**src/rtl/mem_req_arbiter.sv**
```systemverilog
// Two-master memory request arbiter: fetch vs MEM stage onto one bus.
// One transaction outstanding; MEM wins unless fetch has been starved.
module mem_req_arbiter #(
    parameter int STARVE_LIMIT = 4
) (
    input  logic        clk,
    input  logic        rst,
    input  logic        inst_req_in,
    input  logic [31:0] inst_addr_in,
    output logic        inst_addr_ok_out,
    output logic        inst_data_ok_out,
    output logic [31:0] inst_rdata_out,
    input  logic        data_req_in,
    input  logic        data_wr_in,
    input  logic [3:0]  data_wstrb_in,
    input  logic [31:0] data_addr_in,
    input  logic [31:0] data_wdata_in,
    output logic        data_addr_ok_out,
    output logic        data_data_ok_out,
    output logic [31:0] data_rdata_out,
    output logic        bus_req_out,
    output logic        bus_wr_out,
    output logic [3:0]  bus_wstrb_out,
    output logic [31:0] bus_addr_out,
    output logic [31:0] bus_wdata_out,
    input  logic        bus_addr_ok_in,
    input  logic        bus_data_ok_in,
    input  logic [31:0] bus_rdata_in
);

    localparam int CW = $clog2(STARVE_LIMIT + 1);
    localparam logic [CW-1:0] LIMIT = CW'(STARVE_LIMIT);

    typedef enum logic [1:0] {
        S_IDLE,
        S_ADDR,
        S_WAIT
    } state_t;

    state_t        state;
    state_t        state_nxt;
    logic [CW-1:0] starve_cnt;
    logic          owner_inst;
    logic [31:0]   addr_q;
    logic          wr_q;
    logic [3:0]    wstrb_q;
    logic [31:0]   wdata_q;
    logic          grant_inst;
    logic          grant_data;
    logic          done;

    // Grants and completion are suppressed while reset is held.
    always_comb begin
        grant_inst = 1'b0;
        grant_data = 1'b0;
        if (state == S_IDLE && !rst) begin
            if (inst_req_in && (starve_cnt == LIMIT || !data_req_in))
                grant_inst = 1'b1;
            else if (data_req_in)
                grant_data = 1'b1;
        end
        done = (state == S_WAIT) && bus_data_ok_in && !rst;
    end

    always_ff @(posedge clk) begin
        if (rst)
            state <= S_IDLE;
        else
            state <= state_nxt;
    end

    always_comb begin
        state_nxt = state;
        unique case (state)
            S_IDLE: if (grant_inst || grant_data) state_nxt = S_ADDR;
            S_ADDR: if (bus_addr_ok_in) state_nxt = S_WAIT;
            S_WAIT: if (bus_data_ok_in) state_nxt = S_IDLE;
            default: state_nxt = S_IDLE;
        endcase
    end

    always_ff @(posedge clk) begin
        if (rst) begin
            owner_inst <= 1'b0;
            addr_q     <= '0;
            wr_q       <= 1'b0;
            wstrb_q    <= '0;
            wdata_q    <= '0;
        end else if (grant_inst) begin
            owner_inst <= 1'b1;
            addr_q     <= inst_addr_in;
            wr_q       <= 1'b0;
            wstrb_q    <= '0;
            wdata_q    <= '0;
        end else if (grant_data) begin
            owner_inst <= 1'b0;
            addr_q     <= data_addr_in;
            wr_q       <= data_wr_in;
            wstrb_q    <= data_wstrb_in;
            wdata_q    <= data_wdata_in;
        end
    end

    // Counts MEM grants that passed over a waiting fetch.
    always_ff @(posedge clk) begin
        if (rst)
            starve_cnt <= '0;
        else if (grant_inst)
            starve_cnt <= '0;
        else if (grant_data) begin
            if (!inst_req_in)
                starve_cnt <= '0;
            else if (starve_cnt != LIMIT)
                starve_cnt <= starve_cnt + CW'(1);
        end
    end

    always_comb begin
        inst_addr_ok_out = grant_inst;
        data_addr_ok_out = grant_data;
        inst_data_ok_out = done && owner_inst;
        data_data_ok_out = done && !owner_inst;
        inst_rdata_out   = inst_data_ok_out ? bus_rdata_in : 32'h0;
        data_rdata_out   = data_data_ok_out ? bus_rdata_in : 32'h0;
        bus_req_out      = (state == S_ADDR) && !rst;
        bus_wr_out       = wr_q;
        bus_wstrb_out    = wstrb_q;
        bus_addr_out     = addr_q;
        bus_wdata_out    = wdata_q;
    end

endmodule

```
**config.mk**
```make
export PLATFORM = sky130hd
export DESIGN_NAME = mem_req_arbiter
export DESIGN_NICKNAME = d
export VERILOG_FILES = /design/src/rtl/mem_req_arbiter.sv
export SDC_FILE = /design/constraint.sdc
export NUM_CORES = 1
export LEC_CHECK = 0
export BUFFER_PORTS_ARGS = -buffer_cell sky130_fd_sc_hd__buf_4
export CORE_AREA = 2 2 107 109
export CTS_CLUSTER_DIAMETER = 50
export DETAILED_ROUTE_END_ITERATION = 10
export DIE_AREA = 0 0 109 111
export GPL_TIMING_DRIVEN = 1
export PLACE_DENSITY = 0.83
export SETUP_SLACK_MARGIN = 0.3
export SLEW_MARGIN = 20
export SYNTH_ARGS = -nofsm -noshare
export SYNTH_HDL_FRONTEND = slang
export SYNTH_SLANG_ARGS = --single-unit
```
**constraint.sdc**
```tcl
create_clock -name clk -period 2.12 [get_ports clk]
set_clock_uncertainty 0.2 [all_clocks]
set_input_delay 0.106 -clock clk [delete_from_list [all_inputs] [get_ports clk]]
set_output_delay 0.106 -clock clk [all_outputs]
set_load 0.01 [all_outputs]
```
**Yosys cells after proc, flatten, opt, wreduce, memory -nomap -nowiden**

Index checks and enable logic that the tools add are counted.

- Add/subtract/negate cells: 1
- $mul: 0
- Div/mod/pow operators: 0
- $lt $le $gt $ge: 0
- Equal/unequal tests: 8
- Shifts and indexed selects: 0
- Muxes and demuxes: 17
- Bitwise logic cells: 0
- Reductions and logical operators: 17

Operator list:

| operator | number |
|---|---|
| $mux W32 | 4 |
| $logic_and A1 B1 Y1 | 7 |
| $mux W1 | 7 |
| $mux W2 | 3 |
| $mux W3 | 2 |
| $pmux W2 S3 | 1 |
| $ne A2 B1 Y1 const B | 2 |
| $ne A2 B2 Y1 const B | 2 |
| $add A3 B1 Y3 const B | 1 |
| $eq A3 B3 Y1 const B | 1 |
| $logic_not A1 Y1 | 3 |
| $ne A3 B3 Y1 const B | 1 |
| $reduce_and A3 Y1 | 1 |
| $eq A2 B1 Y1 const B | 1 |
| $eq A2 B2 Y1 const B | 1 |
| $logic_not A2 Y1 | 1 |
| $logic_or A1 B1 Y1 | 2 |
| $reduce_and A2 Y1 | 1 |
| $reduce_bool A2 Y1 | 1 |
| $reduce_or A2 Y1 | 1 |

- Bits in registers: 75
- Bits in latches: 0
- Memory bits (writable): 0
- Memory bits (read-only): 0
- Input bits: 139
- Output and inout port bits: 138
- Word-level logic and storage cells: 50
- Memories kept: 0

**Longest topological paths before layout**

Gate-level depths: netlist of run 1.

- Depth in word-level cells: 8
- Depth in mapped cells: 7
- Mapped depth without buffers: 5

**Worst setup path after synthesis of run 1**

No wires, ideal clock.

- Path type: register -> register
- Start: register starve_cnt[0]
- End: register starve_cnt[2]
- Data arrival time: 1.398 ns
- Data required time: 1.842 ns
- Slack: 0.444 ns
- Cell stages (with the launch flop): 7
- Path through: dfxtp_1 > inv_1 > ha_1 > a21bo_2 > a31o_2 > buf_2 > nor3_1

- Cells in the longest elaborated chain, start to end: 6
- Elaborated cells between the ends (all ways): 14
- Classes of those cells: add/sub: 1; eq/ne: 3; mux: 6; reduce/logical: 4

Ends and longest elaborated chain:

| item | line | RTL |
|---|---|---|
| from (decl) | 42 | `logic [CW-1:0] starve_cnt;` |
| from (signal assigned) | 114 | `starve_cnt <= starve_cnt + CW'(1);` |
| $eq A3 B3 Y1 | 57 | `if (inst_req_in && (starve_cnt == LIMIT \|\| !data_req_in))` |
| $logic_or A1 B1 Y1 | 57 |  |
| $logic_and A1 B1 Y1 | 57 |  |
| $mux W1 | 57 |  |
| $mux W1 | 56 | `if (state == S_IDLE && !rst) begin` |
| $reduce_and A2 Y1 (no line) or $reduce_or A2 Y1 (tied branches) | -- |  |

Parallel ways exist; a longest one is shown, timed or not. The select of a mux whose other input is x is not followed.
A chain may end at the register's enable or synchronous reset.

**Worst setup path after layout of run 1**

- Start: register state[0]
- End: output port inst_addr_ok_out

- Cells in the longest elaborated chain, start to end: 3

Ends and longest elaborated chain:

| item | line | RTL |
|---|---|---|
| from (decl) | 40 | `state_t state;` |
| from (signal assigned) | 69 | `state <= state_nxt;` |
| $logic_not A2 Y1 | 56 |  |
| $logic_and A1 B1 Y1 | 56 |  |
| $mux W1 | 56 |  |
| to (decl) | 10 | `output logic inst_addr_ok_out,` |

Every way passes these cells.

==> impl_metrics.env, run 1 <==
export IMPL_fillers=834
export IMPL_numCtsBuffers=9
export IMPL_fp_dieH_um=111
export IMPL_area_delta_synth_final_pct=90.55
export IMPL_slew_viol_final=0
export IMPL_slew_headroom_pct=65.65
export IMPL_cp_cell_sequence="buf_6 -> buf_12 -> nor3_4 -> buf_12 -> and3_4 -> buf_6"
export IMPL_rsz0062_at_grt="true"
export IMPL_layout_drive_gt1_share_pct=50.00
export IMPL_layout_min_cycle_time_ps=2019
export IMPL_syn_inst=472
export IMPL_clock_root_buffer="clkbuf_16"
export IMPL_outcome="finished clean"
export IMPL_num_rows=39
export IMPL_portBuffers=276
export IMPL_hold_path_class="primary input to flip-flop"
export IMPL_pre_cts_slack_ps=102.7
export IMPL_end_kind="output port"
export IMPL_grt_pass1_wl_mm=25.36
export IMPL_synth_edf_count=0
export IMPL_antenna_found_initial=0
export IMPL_vias=5060
export IMPL_routedWlPerCell_um=18.45
export IMPL_synth_fp_nets=613
export IMPL_synth_distinct_cells=39
export IMPL_dp_hpwl_mm=10.42
export IMPL_synth_top_area_share_pct=37.80
export IMPL_first_pass_iters=5
export IMPL_clock_sinks=75
export IMPL_crit_path_start_kind="flip-flop"
export IMPL_yosys_warnings=0
export IMPL_grt_start_max_net_pins=41
export IMPL_insertion_delay_ps=330
export IMPL_finalSetupViolations=0
export IMPL_first_global_vias=5040
export IMPL_cp_max_fo=5
export IMPL_ant_nets=0
export IMPL_yosys_top_cells_count="75 x dfxtp_1, 64 x and2_1, 57 x a21oi_1"
export IMPL_vias_per_cell=5.377
export IMPL_cts_tree="built"
export IMPL_power_density_nw_per_um2=592.6
export IMPL_peakVddDrop_uv=393.8
export IMPL_required_ps=1810
export IMPL_cts_path_max_buffers=2
export IMPL_gp_congestion=0.8508
export IMPL_fmax_ghz=0.4953
export IMPL_crit_path_top_delay_cell="nor3_4"
export IMPL_core_sq_um=11080
export IMPL_synthTopCellsByArea="dfxtp_1 38%, and2_1 10%, a21oi_1 7.2%"
export IMPL_route_detailed_drc=0
export IMPL_critPathKind="flip-flop to output port"
export IMPL_syn_avg_cell_area_sq_um=8.416
export IMPL_track_usage_pct=26.62
export IMPL_ys_ff_latch=75
export IMPL_drtIter0Drc=267
export IMPL_overflow=0
export IMPL_max_slew_worst_pin_slew_ps=515.2
export IMPL_async_flop_share_pct=0
export IMPL_fin_nets=935
export IMPL_fp_dieW_um=109
export IMPL_path_clk_slew_ps=60
export IMPL_die_area_sq_um=12100
export IMPL_diodes=0
export IMPL_syn_area_sq_um=3973
export IMPL_cts_max_level=3
export IMPL_maxCapViolations=0
export IMPL_io_pins=277
export IMPL_synth_most_common_cell="dfxtp_1"
export IMPL_leakagePower_nw=3.333
export IMPL_crit_path_max_incr_delay_ps=350
export IMPL_finalHoldViolCount=0
export IMPL_critPathArrivalTime_ps=1710
export IMPL_ys_seq_area_share_pct=37.80
export IMPL_setup_tns_ps=0
export IMPL_synth_top_area_cell="dfxtp_1"
export IMPL_wl_mm=17.36
export IMPL_start_util_pct=35.86
export IMPL_worst_slack_ps=100.9
export IMPL_timing_final_crit_share_pct=95.24
export IMPL_synth_flop_cell="dfxtp_1"
[final cells by class]
| cell class | count | area, sq um | share of cell area [%] |
|---|---|---|---|
| Sequential cell | 75 | 1508 | 19.92 |
| Clock inverter | 6 | 90.09 | 1.190 |
| Tap cell | 143 | 178.9 | 2.364 |
| Multi-Input combinational cell | 325 | 2325 | 30.71 |
| Timing Repair Buffer | 362 | 3164 | 41.80 |
| Inverter | 21 | 78.83 | 1.041 |
| Clock buffer | 9 | 225.2 | 2.975 |
[final timing paths]
kind         slack (ps)  cells after the start              from          endpoint
min                   3                      3   inst_addr_in[7]   bus_addr_out[7]
max reg2reg         110                      3          state[0]  bus_wdata_out[2]
min reg2reg         260                      2  bus_addr_out[10]  bus_addr_out[10]
max                 100                      6          state[0]  inst_addr_ok_out
[worst max-delay path: cells and delay by family (launching register included)]
family / cells / cell delay [ps]
AND/OR/NAND/NOR: 2 / 530
buffers and inverters: 4 / 510
flip-flops: 1 / 340
[what timing repair did]
action	4_1_cts	5_1_grt
cloned	9	4
hold endpoints to repair	52	0
endpoints found under the setup margin	130	140
hold buffers	50	0
buffers inserted	2	9
pin swaps	25	31
resized for setup	67	54
[cells by family (layout without fill, tap and decap cells)]
| kind of cell | after synthesis | in the layout | synth area share [%] |
|---|---|---|---|
| adder cells (fa/ha/maj) | 2 | 2 | 0.6298 |
| buffers and inverters | 74 | 398 | 9.040 |
| AO/OA/AOI/OAI | 166 | 166 | 28.88 |
| AND/OR/NAND/NOR | 155 | 157 | 23.65 |
| flip-flops | 75 | 75 | 37.80 |
[per-stage QoR]
step | hold slack (ps) | area (sq um) | util (%) | power (W) | instances
after detailed placement | 180.6 | 6096 | 55.03 | 0.002615 | 852
after CTS | 2.375 | 7263 | 65.57 | 0.004391 | 928
after global placement | 173.4 | 6096 | 55.03 | 0.002585 | 852
after floorplan | 53.52 | 3973 | - | 0.002123 | 472
after global routing | 6.649 | 7570 | 68.34 | 0.004662 | 941
final | 2.975 | 7570 | 68.34 | 0.004486 | 941
[flip-flops by register name, summed over array words and instances, names as in the netlist]
register / count
bus_addr_out: 32
bus_wdata_out: 32
bus_wstrb_out: 4
starve_cnt: 3
state: 2
bus_wr_out: 1
owner_inst: 1
[metal layers]
metal	up-vias	part of all wire, %	GRT usage, %
met5	-	0	0
li1	2355	-	-
met2	237	54	49.94
met3	49	6.3	5.173
met1	2419	36	27.48
met4	0	3.6	12.74
[placed cells by master, fill, tap and decap left out, drive strengths merged, types with 17 or more instances in the layout]
cell type and instances:
a21oi 57, a221oi 17, and2 64, buf 309
dfxtp 75, dlygate4sd3 50, inv 22, nand2b 33
nand3 38, o21ai 39, o32ai 32
[power by group]
group | internal [W] | leakage (nW) | switching [W]
Clock | 0.00103 | 0.152 | 0.000603
Combinational | 0.000681 | 2.57 | 0.000566
Sequential | 0.00153 | 0.615 | 0.0000756
Total | 0.00324 | 3.33 | 0.00125
Note: power is estimated with default switching activity, not from simulation.
==> run 2: changes to the inputs <==
--- a/config.mk
+++ b/config.mk
@@ -5,12 +5,12 @@
 export SDC_FILE = /design/constraint.sdc
 export NUM_CORES = 1
 export LEC_CHECK = 0
-export BUFFER_PORTS_ARGS = -buffer_cell sky130_fd_sc_hd__buf_4
+export BUFFER_PORTS_ARGS = -buffer_cell sky130_fd_sc_hd__buf_2
 export CORE_AREA = 2 2 107 109
 export CTS_CLUSTER_DIAMETER = 50
 export DETAILED_ROUTE_END_ITERATION = 10
 export DIE_AREA = 0 0 109 111
-export GPL_TIMING_DRIVEN = 1
+export GPL_TIMING_DRIVEN = 0
 export PLACE_DENSITY = 0.83
 export SETUP_SLACK_MARGIN = 0.3
 export SLEW_MARGIN = 20
==> run 2 against run 1 <==
Effect of this change:
- the flow now finishes with violations (hold timing)
- non-clock buffer count rose by 47
- cell count is 4.9% higher
- flip-flop and latch count stayed put
- largest power group is now registers
- first-iteration DRC count up 44%
- setup slack gained 88 ps
- highest routed layer unchanged
- die area unchanged
- combinational power decreased by 15%
- sequential power hardly changed
- global-route usage decreased by 2.6 points
==> impl_metrics.env, run 2 (same netlist as run 1, synthesis figures left out) <==
export IMPL_core_sq_um=11080
export IMPL_die_area_sq_um=12100
export IMPL_track_usage_pct=24.02
export IMPL_path_clk_slew_ps=60
export IMPL_num_rows=39
export IMPL_finalHoldViolCount=2
export IMPL_grt_start_max_net_pins=13
export IMPL_slew_headroom_pct=58.65
export IMPL_start_util_pct=35.86
export IMPL_fmax_ghz=0.5178
export IMPL_insertion_delay_ps=330
export IMPL_fin_nets=980
export IMPL_peakVddDrop_uv=434.4
export IMPL_leakagePower_nw=3.338
export IMPL_timing_final_crit_share_pct=91.10
export IMPL_dp_hpwl_mm=10.43
export IMPL_hold_slack_ps=-11.58
export IMPL_finalSetupViolations=0
export IMPL_worst_slack_ps=188.7
export IMPL_r2r_cells=5
export IMPL_cts_path_max_buffers=2
export IMPL_power_density_nw_per_um2=593.0
export IMPL_setup_tns_ps=0
export IMPL_overflow=0
export IMPL_placed_cell_area_sq_um=5528
export IMPL_postLayoutCoreUtil_pct=64.19
export IMPL_portBuffers=275
export IMPL_violations="hold timing"
export IMPL_required_ps=1810
export IMPL_ant_nets=0
export IMPL_r2r_start="state[1]"
export IMPL_finalInstanceArea_sq_um=7111
export IMPL_finalPower_w=0.004217
export IMPL_critPathKind="flip-flop to output port"
export IMPL_pre_cts_slack_ps=97.65
export IMPL_fillers=874
export IMPL_antenna_found_initial=0
export IMPL_cts_max_level=3
export IMPL_cp_max_fo=9
export IMPL_slew_viol_final=0
export IMPL_whs_path_depth=3
export IMPL_cts_tree="built"
export IMPL_fp_dieW_um=109
export IMPL_final_common_cell="buf_2"
export IMPL_diodes=0
export IMPL_clock_sinks=75
export IMPL_crit_path_start_kind="flip-flop"
export IMPL_layout_common_cells="264 x buf_2, 71 x dfxtp_1, 57 x a21oi_1"
export IMPL_critPathArrivalTime_ps=1630
export IMPL_route_detailed_drc=0
export IMPL_layout_drive_gt1_share_pct=49.29
export IMPL_reg2reg_to="bus_wdata_out[0]"
export IMPL_layout_min_cycle_time_ps=1931
export IMPL_routedWlPerCell_um=15.83
export IMPL_clock_root_buffer="clkbuf_16"
export IMPL_first_pass_iters=5
export IMPL_outcome="complete, but fails checks"
export IMPL_maxCapViolations=0
export IMPL_end_kind="output port"
export IMPL_grt_pass1_wl_mm=22.93
export IMPL_numCtsBuffers=9
export IMPL_holdPathEnd="bus_addr_out[18]"
export IMPL_io_pins=277
export IMPL_area_delta_synth_final_pct=78.99
export IMPL_hp_start="inst_addr_in[18]"
export IMPL_hold_path_class="primary input to flip-flop"
export IMPL_first_global_vias=4666
export IMPL_reg2reg_slack_ps=240
export IMPL_drtIter0Drc=385
export IMPL_rsz0062_at_grt="true"
export IMPL_max_slew_worst_pin_slew_ps=620.3
export IMPL_vias=5041
export IMPL_vias_per_cell=5.107
export IMPL_wl_mm=15.62
export IMPL_gp_congestion=0.8675
export IMPL_fp_dieH_um=111
## run 2: cell count changes in the layout (fill, tap and decap cells not counted), sizes merged
cell         delta
clkbuf         +25
buf            +20
dlygate4sd3     +6
bufbuf          -1
bufinv          -1
clkinv          +1
clkinvlp        -1
inv             -1
nand2           -1
or4b            -1
## run 2: worst max-delay path by stage
stage | startpoint | to | slack [ps] | cells after the start
6_report | state[0] | data_rdata_out[27] | 190 | 7
5_1_grt | state[0] | data_rdata_out[27] | 110 | 7
4_1_cts | state[0] | inst_rdata_out[29] | 150 | 7
3_5_place_dp | starve_cnt[0] | bus_wdata_out[22] | 100 | 6
3_3_place_gp | starve_cnt[0] | bus_wdata_out[14] | 120 | 6
2_1_floorplan | starve_cnt[0] | starve_cnt[2] | 440 | 6
## run 2: worst max-delay path, stage by stage, from the launching register on
cell and delay, ps:
dfxtp_2 310, buf_6 120, nand4bb_4 220, nor2_4 150, buf_12 130, buf_6 110, and2_1 130, buf_2 130
## run 2: report_power, final
part           internal, W  leakage (nW)  total [W]  switching, W
logic             0.000526          2.57    0.00106      0.000539
clock network     0.000974         0.153    0.00156      0.000585
registers          0.00153         0.615    0.00159     0.0000605
## run 2: timing repair
action,4_1_cts,5_1_grt
endpoints found under the hold margin,58,0
gates resized for setup,84,46
endpoints found under the setup margin,133,138
hold buffers,56,0
pin swaps,23,17
buffers inserted,12,5
cloned,2,6
## run 2: final cells by class
cell class | instances | area [sq um] | share of cell area, %
well taps | 143 | 178.9 | 2.516
inverters | 21 | 78.83 | 1.109
clock inverters | 4 | 48.80 | 0.6863
clock buffers | 12 | 256.5 | 3.607
plain buffers | 53 | 415.4 | 5.842
flip-flops and latches | 75 | 1506 | 21.19
repair buffers | 356 | 2345 | 32.98
multi-input cells | 323 | 2281 | 32.08
## run 2: layer usage
metal	global-route usage [%]	wire length, um
met1	26.92	6106
met3	4.762	1045
met2	43.31	7995
met5	0	0
met4	10.00	477
## run 2: metrics by stage
step	cells	hold slack, ps
final	987	-11.58
after detailed placement	890	165.9
after global placement	890	158.9
after CTS	976	0.1058
after floorplan	472	53.52
after global routing	987	7.756
==> run 3: changes to the inputs <==
--- a/config.mk
+++ b/config.mk
@@ -12,7 +12,7 @@
 export DIE_AREA = 0 0 109 111
 export GPL_TIMING_DRIVEN = 0
 export PLACE_DENSITY = 0.83
-export SETUP_SLACK_MARGIN = 0.3
+export SETUP_SLACK_MARGIN = 0.05
 export SLEW_MARGIN = 20
 export SYNTH_ARGS = -nofsm -noshare
 export SYNTH_HDL_FRONTEND = slang
==> constraint.sdc (replaced) <==
create_clock -name clk -period 2.12 [get_ports clk]
set_clock_uncertainty 0.2 [all_clocks]
set_input_delay 0.106 -clock clk [delete_from_list [all_inputs] [get_ports clk]]
set_output_delay 0.106 -clock clk [all_outputs]
set_load 0.02 [all_outputs]
==> run 3 against run 2 <==
Effect of this change:
- the run now ends clean
- maximum frequency is 3.6% lower
- die area stayed put
- register-to-register slack worse by 110 ps
- total power is 0.11% lower
- setup slack worse by 72 ps
- first-iteration DRC count is 35% lower
- highest routed layer unchanged
==> impl_metrics.env, run 3 (same netlist as run 1, synthesis figures left out) <==
export IMPL_hold_path_class="primary input to flip-flop"
export IMPL_critPathKind="flip-flop to output port"
export IMPL_vias=4863
export IMPL_vias_per_cell=5.060
export IMPL_fp_dieH_um=111
export IMPL_die_area_sq_um=12100
export IMPL_drtIter0Drc=250
export IMPL_ant_nets=0
export IMPL_insertion_delay_ps=330
export IMPL_crit_path_start_kind="flip-flop"
export IMPL_holdPathEnd="bus_addr_out[23]"
export IMPL_crit_cells=5
export IMPL_gp_congestion=0.8675
export IMPL_fmax_ghz=0.4992
export IMPL_area_delta_synth_final_pct=63.31
export IMPL_track_usage_pct=22.75
export IMPL_diodes=0
export IMPL_route_detailed_drc=0
export IMPL_crit_path_max_incr_delay_ps=550
export IMPL_placed_cell_area_sq_um=5528
export IMPL_end_kind="output port"
export IMPL_fillers=953
export IMPL_path_clk_slew_ps=60
export IMPL_slew_headroom_pct=61.82
export IMPL_finalHoldViolCount=0
export IMPL_leakagePower_nw=3.107
export IMPL_overflow=0
export IMPL_cts_tree="built"
export IMPL_final_common_cell="buf_2"
export IMPL_critPathArrivalTime_ps=1700
export IMPL_start_util_pct=35.86
export IMPL_peakVddDrop_uv=431.6
export IMPL_worst_slack_ps=116.9
export IMPL_fp_dieW_um=109
export IMPL_slew_viol_final=0
export IMPL_first_pass_iters=6
export IMPL_fin_nets=954
export IMPL_path_delay_family="simple AND/OR/NAND/NOR gates"
export IMPL_finalInstanceArea_sq_um=6487
export IMPL_setup_tns_ps=0
export IMPL_final_cells=961
export IMPL_cts_max_level=3
export IMPL_r2r_start="starve_cnt[0]"
export IMPL_layout_min_cycle_time_ps=2003
export IMPL_io_pins=277
export IMPL_cp_max_fo=10
export IMPL_r2r_cells=6
export IMPL_clock_sinks=75
export IMPL_timing_final_crit_share_pct=94.49
export IMPL_power_density_nw_per_um2=649.3
export IMPL_grt_start_max_net_pins=13
export IMPL_dp_cells=890
export IMPL_outcome="finished clean"
export IMPL_layout_drive_gt1_share_pct=43.77
export IMPL_dp_hpwl_mm=10.43
export IMPL_numCtsBuffers=9
export IMPL_hp_start="inst_addr_in[23]"
export IMPL_antenna_found_initial=0
export IMPL_whs_path_depth=3
export IMPL_first_global_vias=4469
export IMPL_pre_cts_slack_ps=97.65
export IMPL_postLayoutCoreUtil_pct=58.57
export IMPL_crit_path_top_delay_cell="or4b_4"
export IMPL_crit_buf_inv=3
export IMPL_core_sq_um=11080
export IMPL_cp_cell_sequence="buf_6 -> or4b_4 -> buf_8 -> nor2_2 -> buf_4"
export IMPL_required_ps=1810
export IMPL_grt_pass1_wl_mm=21.67
export IMPL_wl_mm=14.42
export IMPL_routedWlPerCell_um=15.01
export IMPL_cts_path_max_buffers=2
export IMPL_maxCapViolations=0
export IMPL_num_rows=39
export IMPL_finalSetupViolations=0
export IMPL_rsz0062_at_grt="true"
export IMPL_max_slew_worst_pin_slew_ps=572.7
export IMPL_reg2reg_slack_ps=130
export IMPL_clock_root_buffer="clkbuf_16"
export IMPL_layout_common_cells="295 x buf_2, 73 x dfxtp_1, 64 x and2_1"
export IMPL_portBuffers=275
export IMPL_reg2reg_to="bus_wdata_out[2]"
run 3: cell count changes in the layout (fill, tap and decap cells not counted), sizes merged:
| cell | before | now |
|---|---|---|
| buf | 329 | 311 |
| clkbuf | 36 | 32 |
| dlygate4sd3 | 56 | 52 |
run 3: what timing repair did:
| action | CTS | global route |
|---|---|---|
| endpoints found under the hold margin | 54 | 0 |
| cloned | 0 | 1 |
| setup buffers | 1 | 1 |
| resized for setup | 20 | 12 |
| pin swaps | 2 | 2 |
| hold buffers | 52 | 0 |
| setup endpoints to repair | 60 | 52 |
run 3: cell type report:
type	instances	area, sq um	area share (%)
Buffer	53	324.1	4.995
Clock buffer	12	256.5	3.954
Clock inverter	4	48.80	0.7522
Inverter	21	78.83	1.215
Multi-Input combinational cell	323	2158	33.27
Sequential cell	75	1504	23.18
Tap cell	143	178.9	2.758
Timing Repair Buffer	330	1938	29.87
run 3: per-layer routing:
| metal | part of all wire, % | GRT usage, % | vias to the layer above | wire, um |
|---|---|---|---|---|
| met1 | 40 | 25.65 | 2218 | 5783 |
| met2 | 50 | 40.75 | 218 | 7256 |
| met5 | 0 | 0 | - | 0 |
| met3 | 6.6 | 4.468 | 38 | 945 |
| met4 | 3.0 | 9.744 | 0 | 438 |
| li1 | - | - | 2389 | - |
run 3: stage by stage:
stage	hold WS, ps	total power [W]
after floorplan	53.57	0.002217
after global placement	158.9	0.002572
after detailed placement	165.9	0.002582
after CTS	0.8824	0.004212
after global routing	1.956	0.004413
final	5.173	0.004212
run 3: how the worst max path moves through the flow:
stage,startpoint,endpoint
after floorplan,starve_cnt[0],data_addr_ok_out
after global placement,state[0],inst_rdata_out[7]
after detailed placement,starve_cnt[0],bus_wdata_out[22]
after CTS,state[0],inst_rdata_out[7]
after global routing,state[0],data_rdata_out[26]
final,state[1],data_addr_ok_out
run 3: report_power, final:
part | internal, W | total [W] | switching, W
combinational | 0.000467 | 0.00107 | 0.000599
clock | 0.000974 | 0.00156 | 0.000581
sequential | 0.00153 | 0.00159 | 0.0000590
run 3: worst register-to-register path, cell delays in order, from the launching register on:
cell and delay, ps:
dfxtp_2 330, inv_1 80, ha_4 180, nand3_1 390, clkbuf_1 410, nand3_1 150, a21oi_1 170
